**src/rtl/qupls_decode_stage_pkg.sv**
```systemverilog
// Shared types for the QUPLS decode stage: instruction, decode bus and group formats,
// opcode map and the idle decode pattern.
package qupls_decode_stage_pkg;

    localparam int DEC_LANES_MAX = 8;

    localparam logic [6:0] OP_NOP    = 7'h00;
    localparam logic [6:0] OP_ADD    = 7'h04;
    localparam logic [6:0] OP_CSR    = 7'h07;
    localparam logic [6:0] OP_SEI    = 7'h08;
    localparam logic [6:0] OP_LOAD   = 7'h10;
    localparam logic [6:0] OP_STORE  = 7'h11;
    localparam logic [6:0] OP_CLOAD  = 7'h12;
    localparam logic [6:0] OP_CSTORE = 7'h13;
    localparam logic [6:0] OP_FENCE  = 7'h20;
    localparam logic [6:0] OP_PRED   = 7'h21;
    localparam logic [6:0] OP_QFEXT  = 7'h22;
    localparam logic [6:0] OP_CAP    = 7'h23;
    localparam logic [6:0] OP_MVVR   = 7'h24;
    localparam logic [6:0] OP_JSRI   = 7'h25;
    localparam logic [6:0] OP_RET    = 7'h26;
    localparam logic [6:0] OP_PUSHI  = 7'h27;
    localparam logic [5:0] FN_BSTORE = 6'h3F;

    typedef enum logic [1:0] {
        OM_APP     = 2'd0,
        OM_SUPER   = 2'd1,
        OM_HYPER   = 2'd2,
        OM_MACHINE = 2'd3
    } operating_mode_t;

    // Layout: op[6:0] Rt[12:7] Ra[18:13] Rb[24:19] Rc[30:25] imm/func[46:31] predz[47]
    typedef struct packed {
        logic [47:0] ins;
    } ex_instruction_t;

    typedef struct packed {
        logic        nop, Rtz, alu, mem, load, store, cload, cstore;
        logic        fence, sync, pred, predz, qfext, regexc;
        logic        cap, mvvr, jsri, ret, pushi, bstore;
        logic        cpytgt, vec2, Rtv, Rav, Rbv, Rcv, privexc;
        logic [7:0]  Rt, Ra, Rb, Rc;
        logic [15:0] imm;
    } decode_bus_t;

    typedef struct packed {
        logic [DEC_LANES_MAX-1:0]       lane_v;
        decode_bus_t [DEC_LANES_MAX-1:0] db;
        logic [7:0]                      seq;
    } decode_group_t;

    function automatic decode_bus_t decode_reset_pattern();
        decode_bus_t d;
        d     = '0;
        d.nop = 1'b1;
        d.Rtz = 1'b1;
        d.alu = 1'b1;
        return d;
    endfunction

    function automatic logic in_window(input logic [7:0] r, input logic [7:0] lo,
                                       input logic [7:0] hi);
        return (r > lo) && (r < hi);
    endfunction

endpackage

```
**src/rtl/qupls_decode_lane.sv**
```systemverilog
// Combinational single-lane decode: register/immediate fields, instruction class
// flags, and the QFEXT register-exception window.
module qupls_decode_lane
    import qupls_decode_stage_pkg::*;
#(
    parameter logic [7:0] REGX_LO = 8'd28,
    parameter logic [7:0] REGX_HI = 8'd56
) (
    input  operating_mode_t om,
    input  logic [2:0]      ipl,
    input  ex_instruction_t ins,
    output decode_bus_t     db
);
    logic [47:0] ir;
    logic [6:0]  op;
    logic [5:0]  func;

    assign ir   = ins.ins;
    assign op   = ir[6:0];
    assign func = ir[36:31];

    always_comb begin
        // cpytgt, vec2 and the vector-register flags stay at this zero default.
        db     = '0;
        db.Rt  = {2'b00, ir[12:7]};
        db.Ra  = {2'b00, ir[18:13]};
        db.Rb  = {2'b00, ir[24:19]};
        db.Rc  = {2'b00, ir[30:25]};
        db.imm = ir[46:31];

        db.nop    = (op == OP_NOP);
        db.alu    = (op == OP_NOP) || (op == OP_ADD);
        db.Rtz    = (ir[12:7] == 6'd0);
        db.load   = (op == OP_LOAD);
        db.store  = (op == OP_STORE);
        db.cload  = (op == OP_CLOAD);
        db.cstore = (op == OP_CSTORE);
        db.mem    = db.load | db.store | db.cstore | db.cload;
        db.fence  = (op == OP_FENCE);
        db.sync   = db.fence && (ir[15:8] == 8'hFF);
        db.pred   = (op == OP_PRED);
        db.predz  = ir[47];
        db.qfext  = (op == OP_QFEXT);
        db.regexc = db.qfext && (in_window(db.Ra, REGX_LO, REGX_HI) ||
                                 in_window(db.Rb, REGX_LO, REGX_HI) ||
                                 in_window(db.Rc, REGX_LO, REGX_HI) ||
                                 in_window(db.Rt, REGX_LO, REGX_HI));
        db.cap    = (op == OP_CAP);
        db.mvvr   = (op == OP_MVVR);
        db.jsri   = (op == OP_JSRI);
        db.ret    = (op == OP_RET);
        db.pushi  = (op == OP_PUSHI);
        db.bstore = (op == OP_STORE) && (func == FN_BSTORE);
        // App mode may not touch CSRs nor lower the interrupt level.
        db.privexc = (om == OM_APP) &&
                     ((op == OP_CSR) || ((op == OP_SEI) && (ir[9:7] < ipl)));
    end

endmodule

```
**src/rtl/qupls_decode_stage.sv**
```systemverilog
// LANES-wide registered decode stage with valid/ready handshake, 2-entry skid FIFO,
// flush and a per-group sequence tag.
module qupls_decode_stage
    import qupls_decode_stage_pkg::*;
#(
    parameter int         LANES      = 4,
    parameter int         SKID_DEPTH = 2,
    parameter int         SEQ_W      = 6,
    parameter logic [7:0] REGX_LO    = 8'd28,
    parameter logic [7:0] REGX_HI    = 8'd56
) (
    input  logic                    clk,
    input  logic                    rst,
    input  logic                    flush,
    input  operating_mode_t         om,
    input  logic [2:0]              ipl,
    input  logic                    in_valid,
    output logic                    in_ready,
    input  logic [LANES-1:0]        in_lane_v,
    input  ex_instruction_t [LANES-1:0] in_ins,
    output logic                    out_valid,
    input  logic                    out_ready,
    output logic [LANES-1:0]        out_lane_v,
    output decode_bus_t [LANES-1:0] out_db,
    output logic [SEQ_W-1:0]        out_seq,
    output logic [1:0]              occupancy
);
    typedef struct packed {
        logic [LANES-1:0]        lane_v;
        decode_bus_t [LANES-1:0] db;
        logic [SEQ_W-1:0]        seq;
    } group_t;

    if (SKID_DEPTH != 2) begin : g_bad_depth
        $error("qupls_decode_stage: SKID_DEPTH must be 2");
    end
    if (LANES < 1 || LANES > DEC_LANES_MAX) begin : g_bad_lanes
        $error("qupls_decode_stage: LANES out of range");
    end

    function automatic group_t idle_group();
        group_t g;
        g = '0;
        for (int i = 0; i < LANES; i++) g.db[i] = decode_reset_pattern();
        return g;
    endfunction

    decode_bus_t [LANES-1:0] dec;
    group_t                  ent [2];
    group_t                  new_grp;
    logic                    head, wr_ptr, accept, retire;
    logic [SEQ_W-1:0]        seq_cnt;

    for (genvar i = 0; i < LANES; i++) begin : g_lane
        qupls_decode_lane #(.REGX_LO(REGX_LO), .REGX_HI(REGX_HI)) u_lane (
            .om  (om),
            .ipl (ipl),
            .ins (in_ins[i]),
            .db  (dec[i])
        );
    end

    always_comb begin
        new_grp        = '0;
        new_grp.lane_v = in_lane_v;
        new_grp.seq    = seq_cnt;
        for (int i = 0; i < LANES; i++)
            new_grp.db[i] = in_lane_v[i] ? dec[i] : decode_reset_pattern();
    end

    assign out_valid  = (occupancy != 2'd0);
    assign in_ready   = (occupancy != 2'd2) || out_ready;
    assign accept     = in_valid && in_ready && !flush;
    assign retire     = out_valid && out_ready && !flush;
    // Tail slot: head when empty or full (full only writes while head retires).
    assign wr_ptr     = head ^ (occupancy == 2'd1);
    assign out_lane_v = ent[head].lane_v;
    assign out_db     = ent[head].db;
    assign out_seq    = ent[head].seq;

    // NOTE: the buffer is reset (not left X) so an empty stage presents the idle
    // decode pattern; the accept write follows the retire clear so it wins on a shared slot.
    always_ff @(posedge clk or negedge rst) begin
        if (!rst) begin
            ent[0]    <= idle_group();
            ent[1]    <= idle_group();
            head      <= 1'b0;
            occupancy <= 2'd0;
            seq_cnt   <= '0;
        end else if (flush) begin
            ent[0]    <= idle_group();
            ent[1]    <= idle_group();
            head      <= 1'b0;
            occupancy <= 2'd0;
        end else begin
            if (retire) begin
                ent[head] <= idle_group();
                head      <= ~head;
            end
            if (accept) begin
                ent[wr_ptr] <= new_grp;
                seq_cnt     <= seq_cnt + SEQ_W'(1);
            end
            occupancy <= occupancy + 2'(accept) - 2'(retire);
        end
    end

    property p_hold_stable;
        @(posedge clk) disable iff (!rst)
            (out_valid && !out_ready && !flush) |=> ($stable(out_db) && $stable(out_seq));
    endproperty
    a_hold_stable: assert property (p_hold_stable);

endmodule

```
**config.mk**
```make
export PLATFORM = sky130hd
export DESIGN_NAME = qupls_decode_stage
export DESIGN_NICKNAME = d
export VERILOG_FILES = /design/src/rtl/qupls_decode_stage_pkg.sv /design/src/rtl/qupls_decode_lane.sv /design/src/rtl/qupls_decode_stage.sv
export SDC_FILE = /design/constraint.sdc
export NUM_CORES = 1
export LEC_CHECK = 0
export CAP_MARGIN = 0
export CORE_MARGIN = 8
export CORE_UTILIZATION = 45
export DETAILED_ROUTE_END_ITERATION = 6
export PLACE_DENSITY = 0.7
export SYNTH_ARGS = -nofsm -noshare
export SYNTH_HDL_FRONTEND = slang
export SYNTH_SLANG_ARGS = --single-unit
```
**constraint.sdc**
```tcl
create_clock -name clk -period 3.04 [get_ports clk]
set_input_delay 0.456 -clock clk [delete_from_list [all_inputs] [get_ports clk]]
set_output_delay 0.456 -clock clk [all_outputs]
set_load 0.1 [all_outputs]
```
==> flow_summary_export.csv, run 1 <==
group,metric,value,unit
logic_synthesis,yosysTopAreaCellShare,54.05,%
global_route,grt_pass1_vias,23267,
logic_synthesis,synth_top_family_by_area,"compound AO/OA/AOI/OAI gates",
global_route,grt_start_max_net_pins,165,
floorplanning,die_area,70480,sq um
floorplanning,ios,520,
global_route,grt_pass1_wl,144500,um
setup_path,r2r-start,"occupancy[0]",
clock_network,cts_buffers,68,
final_layout,instances_no_fill,3690,
route,final_antenna_net_count,0,
setup_path,cp-start-kind,"register",
floorplanning,dieHeight,265.5,um
floorplanning,rows,91,
route,vias,22127,
route,firstDrtPassIters,6,
final_layout,drive_gt1_share,30.08,%
logic_synthesis,synth-seq-cells,629,
timing,tightest_slew,1189,ps
route,via_per_inst,5.996,
setup_path,cp.arrival,2530,ps
timing,rsz0062_at_grt,"yes",
clock_network,htreeDepth,3,
logic_synthesis,netlist.top_cell.by_area,"dfrtp_1",
clock_network,clkLatencyLatePin,590,ps
pwr,ir_worst_vdd,0.0004833,V
route,drc_errors,0,
timing,post-route-min-period,2982,ps
timing,clock_skew,16.29,ps
logic_synthesis,netlist_instances,2336,
timing,relSlewSlack,20.55,%
pwr,power.density,579.8,nW/um^2
logic_synthesis,ys_seq_area_share,56.30,%
clock_network,root_buffer,"clkbuf_16",
clock_network,post_cts_buffers,0,
timing,setup_viol,0,
setup_path,required,2580,ps
logic_synthesis,yosys.area_share.simple,11.06,%
timing,slew_violations,0,
floorplanning,initial_core_util,45.47,%
timing,hold_slack,179.7,ps
setup_path,worstPathMaxFanout,78,
logic_synthesis,synth_edf_count,0,
logic_synthesis,synth.most_common_cell,"dfrtp_1",
final_layout,nets,3014,
pwr,p_leak,17.41,nW
timing,finalSetupTns,0,ps
logic_synthesis,synth_cell_types,63,
hold_path,hp-start,"flush",
logic_synthesis,synth_area_per_cell,11.99,sq um
setup_path,crit_type,"register to output pin",
global_route,overflow,0,
setup_path,worst-r2r-setup-slack,270,ps
placed_design,io_buffers,519,
logic_synthesis,synthAdderAreaFrac,0.4914,%
placed_design,dp.final_hpwl,62310,um
run_status,status,"finished, final reports clean",
setup_path,worstRegToRegCells,6,
setup_path,r2r-end,"ent[341]",
floorplanning,die_x,265.5,um
global_route,antenna_found_initial,9,
placed_design,dp_cells,3562,
global_route,track_usage,25.87,%
clock_network,numClockSinks,629,
route,wire_per_inst,25.28,um
floorplanning,core,61600,sq um
logic_synthesis,synth.area.top_cells,"dfrtp_1, mux2_2, a22o_1",
clock_network,clkTransAtPathRegs,60,ps
logic_synthesis,synthXorXnorAreaFrac,0.3663,%
timing,fin_crit_sh,98.10,%
setup_path,crit_path_end_kind,"output pin",
logic_synthesis,synthesis.nets,2553,
hold_path,min_to,"ent[465]",
logic_synthesis,ys_top_cells_by_count,"dfrtp_1, mux2_2, nor2_1",
logic_synthesis,synth_compound_area_share,15.96,%
route,first_iter_violations,1938,
placed_design,gp_congestion,0.8515,
logic_synthesis,ys_warn_count,0,
hold_path,hold_depth,2,
clock_network,clockBufferDepth,3,
logic_synthesis,yosys_most_used_dff,"dfrtp_1",
route,wl,93280,um
timing,hold_violations,0,
hold_path,hold_path.class,"input port to register",
logic_synthesis,muxShareOfSynthArea,12.46,%
clock_network,cts_tree,"built",
final_layout,syn_to_final_growth,37.84,%
logic_synthesis,synth_area,28010,sq um
timing,fmax,335.3,MHz
job,drv_cap,0,
logic_synthesis,async_reset_ff_share,100.0,%
## flip-flops by register name (all words and copies together) (netlist names)
| signal | flops |
|---|---|
| head | 1 |
| ent | 620 |
| seq_cnt | 6 |
| occupancy | 2 |
## through the flow
| stage | util, % | area [sq um] | worst slack (ps) | power [mW] |
|---|---|---|---|---|
| floorplan | - | 28010 | -15.86 | 11.93 |
| CTS | 62.66 | 38600 | 40.18 | 22.57 |
| global route | 62.67 | 38600 | -9.318 | 23.14 |
| global placement | 58.83 | 36240 | 154.3 | 13.89 |
| finish | 62.68 | 38610 | 57.68 | 22.39 |
| detailed placement | 58.83 | 36240 | 95.78 | 13.95 |
## metal layers
metal	global-route usage (%)	part of all wire [%]	vias to the layer above
li1	-	-	9552
met1	33.65	41	11405
met2	41.71	48	976
met3	6.824	7.9	186
met4	9.023	3.3	8
met5	0	0.049	-
## cells by family (layout without fill, tap and decap cells)
logic type / count (synthesis) / in the layout
AOI/OAI and AO/OA: 540 / 540
xor gates and xnor gates: 10 / 10
adders and majority gates: 11 / 11
buffers and inverters: 215 / 728
DFF: 629 / 629
muxes: 310 / 310
other: 0 / 4
and+or+nand+nor: 621 / 621
## cells in the final DEF (no fill, tap or decap), types with 7 or more instances in the layout
master           Yosys  routed
dfrtp_1            605     603
mux2_2             310     310
nor2_1             292     292
buf_12               0     240
clkdlybuf4s50_1      0     202
a22o_1             184     184
a22oi_1            165     165
buf_4                7     142
and2_1             117     117
a32oi_1             88      88
clkbuf_16            0      71
nand2_1             48      48
a32o_1              34      34
nand2b_1            24      24
dfstp_2             24      24
nor3_1              25      23
nand3_1             20      20
clkbuf_1           125      17
inv_1               14      14
nor2b_1             14      14
o22ai_1             13      13
nor4_1              13      13
nor4b_1             13      13
clkbuf_8             0      12
a21oi_1             11      11
nand4_1             11      11
ha_1                11      11
nand3b_1             9       9
o22a_1               9       9
o21ai_0              7       7
clkinv_2             0       7
## power by group
group          total (mW)  internal (mW)  leakage (nW)  switching, mW
clock                8.56           5.11          1.12           3.45
sequential           8.89           8.68          8.66          0.215
combinational        4.93           1.61          7.63           3.32
total                22.4           15.4          17.4           6.99
## worst max path at each step
stage,startpoint,end,slack [ps],cells after the start
final,head,out_db[32],60,3
after global routing,head,out_db[194],-9,3
after CTS,head,out_db[294],40,3
after detailed placement,out_ready,ent[86],100,8
after global placement,out_ready,ent[86],150,8
after floorplan,occupancy[0],occupancy[1],-20,11
## worst max-delay path: stages (launching register included)
cell       delay [ps]
dfrtp_4           650
bufbuf_16         590
mux2_2            410
buf_4             240
## final cells by class
cell class,instances,area (sq um)
Antenna cell,4,10.01
Clock buffer,100,2006
Clock inverter,22,302.8
Fill cell,4641,22990
Inverter,15,61.31
Multi-Input combinational cell,1492,11400
Sequential cell,629,15780
Tap cell,837,1047
Timing Repair Buffer,591,8009
## repair_timing
item	in CTS	in global routing
hold buffers	1	0
setup endpoints to repair	195	4
gates cloned	1	0
gates resized for setup	2	0
endpoints found under the hold margin	37	0
Note: power is estimated with default switching activity, not from simulation.
==> run 2, diff against run 1 <==
- CORE_ASPECT_RATIO: not set -> 2
- CTS_CLUSTER_SIZE: not set -> 24
==> run 2 against run 1 <==
Routed wire length grew 3.5%. Global-route usage grew 0.77 points. First-iteration DRC count shrank 23%. Sequential power is essentially flat. Via count shrank 0.64%. Clock skew grew 4.0 ps. Clock power shrank 13%. Die area grew 0.69%. Non-clock buffer count grew 1. Setup slack gained 21 ps.
==> flow_summary_export.csv, run 2 (synthesis results as in run 1) <==
group,metric,value,unit
run_status,status,"finished, final reports clean",
global_route,overflow,0,
route,vias,21986,
pwr,pwr-share-clk,34.9,%
floorplanning,initial_core_util,45.43,%
placed_design,dp.final_hpwl,66560,um
final_layout,fillers,4735,
final_layout,final_cell_mix,"dfrtp_1, mux2_2, nor2_1, buf_12, clkdlybuf4s50_1",
route,final_antenna_net_count,0,
timing,fmax,337.7,MHz
route,firstDrtPassIters,5,
timing,post-route-min-period,2961,ps
final_layout,nets,3003,
setup_path,crit_type,"register to output pin",
global_route,grt_pass1_vias,23536,
floorplanning,rows,129,
setup_path,worstPathMaxFanout,26,
route,drc_errors,0,
floorplanning,die_area,70970,sq um
final_layout,seq_area,15780,sq um
global_route,antenna_found_initial,17,
pwr,p_switching,6.871,mW
clock_network,post_cts_buffers,0,
route,wl,96570,um
final_layout,largest_register_ffs,620,
floorplanning,dieHeight,368.8,um
pwr,internal-power,14.34,mW
clock_network,numClockSinks,629,
setup_path,worstPathCellList,"buf_6 > buf_4 > mux2_2 > buf_12",
final_layout,fin_util,62.14,%
route,via_per_inst,6.055,
clock_network,cts_tree,"built",
timing,relSlewSlack,19.26,%
hold_path,hold_path.class,"input port to async pin",
setup_path,cp-start-kind,"register",
timing,finalWorstSetupSlack,78.91,ps
pwr,pwr-share-seq,41.9,%
final_layout,layout_top_registers,"ent (620), seq_cnt (6), occupancy (2)",
global_route,track_usage,26.65,%
setup_path,crit_path_end_kind,"output pin",
setup_path,worstRegToRegCells,7,
route,wire_per_inst,26.59,um
setup_path,crit_cells,4,
final_layout,multi_input_area,11380,sq um
setup_path,cp.arrival,2510,ps
setup_path,cp_slowest_cell,"dfrtp_4",
clock_network,clockBufferDepth,3,
pwr,total_power,21.21,mW
timing,clock_skew,20.26,ps
pwr,comb_power_share,23.2,%
final_layout,largest-register,"ent",
final_layout,syn_to_final_growth,36.78,%
pwr,power.density,553.7,nW/um^2
final_layout,drive_gt1_share,29.91,%
floorplanning,core,61660,sq um
clock_network,cts_buffers,56,
clock_network,clkTransAtPathRegs,70,ps
placed_design,gp_congestion,0.8610,
global_route,grt_start_max_net_pins,109,
timing,hold_violations,0,
job,drv_cap,0,
setup_path,path_buf_inv,3,
timing,setup_viol,0,
placed_design,io_buffers,519,
timing,fin_crit_sh,97.40,%
floorplanning,ios,520,
timing,tightest_slew,1211,ps
floorplanning,die_x,192.4,um
setup_path,required,2580,ps
route,first_iter_violations,1488,
timing,rsz0062_at_grt,"no",
clock_network,clkLatencyLatePin,630,ps
setup_path,slowest_delay,590,ps
final_layout,final_common_cell,"dfrtp_1",
timing,slew_violations,0,
clock_network,htreeDepth,2,
global_route,grt_pass1_wl,147400,um
setup_path,crit_family,"buffers and inverters",
pwr,switching_share,32.39,%
pwr,ir_worst_vdd,0.0004638,V
clock_network,root_buffer,"clkbuf_16",
pwr,p_leak,17.28,nW
placed_design,place_ws,-16.63,ps
-- run 2: cell count changes in the layout (fill, tap and decap cells not counted), sizes merged --
cell and change:
buf +2, diode +9, bufinv -1, clkinv +9, clkinvlp -3, bufbuf -1
clkbuf -24, inv +1
-- run 2: power groups by stage --
| stage | logic [mW] | clock network (mW) | registers (mW) |
|---|---|---|---|
| floorplan | 2.94 | 0 | 8.99 |
| global placement | 4.86 | 0 | 9.01 |
| detailed placement | 4.93 | 0 | 9.04 |
| CTS | 4.95 | 7.58 | 8.88 |
| global route | 5.14 | 7.87 | 8.92 |
| finish | 4.92 | 7.41 | 8.88 |
-- run 2: routing by layer --
metal	wire length, um	up-vias	part of all wire (%)	track usage (%)
li1	-	9522	-	-
met1	37000	11267	38	32.55
met2	47220	1000	49	44.07
met3	8291	189	8.6	6.928
met4	3998	8	4.1	10.94
met5	55	-	0.057	0
-- run 2: worst paths after layout --
check / from / endpoint / slack, ps
worst max-delay path: head / out_db[232] / 80
worst min-delay path: rst / ent[581] / 350
worst max register to register: occupancy[1] / ent[118] / 370
worst min register to register: ent[307] / ent[307] / 480
max in group asynchronous: rst / ent[421] / 1680
min in group clk: flush / ent[596] / 420
-- run 2: cell type report --
cell class	count	share of cell area, %
diodes	13	0.08491
clock inverters	28	0.8132
repair buffers	592	21.39
well taps	786	2.567
clock buffers	76	4.115
flip-flops and latches	629	41.17
inverters	15	0.1600
multi-input cells	1492	29.69
-- run 2: worst reg2reg max path, cell delays in order (launching register included) --
cell	delay, ps
dfrtp_2	450
or3b_4	260
and3b_1	240
clkinv_4	100
nor3_4	920
buf_4	390
a22oi_1	100
nor2_1	120
-- run 2: stage by stage --
stage / TNS, ps / hold WS, ps / instances / instance area (sq um)
4_1_cts: 0 / 340.0 / 3618 / 38280
2_1_floorplan: -15.86 / 160.4 / 2336 / 28010
3_3_place_gp: -0.7530 / 407.5 / 3513 / 36380
6_report: 0 / 348.4 / 3631 / 38310
3_5_place_dp: -16.63 / 414.3 / 3513 / 36380
5_1_grt: 0 / 370.6 / 3623 / 38290
-- run 2: repair_timing --
item	in CTS	in global routing
hold buffers	1	0
endpoints found under the hold margin	40	0
gates resized for setup	1	0
endpoints found under the setup margin	16	0
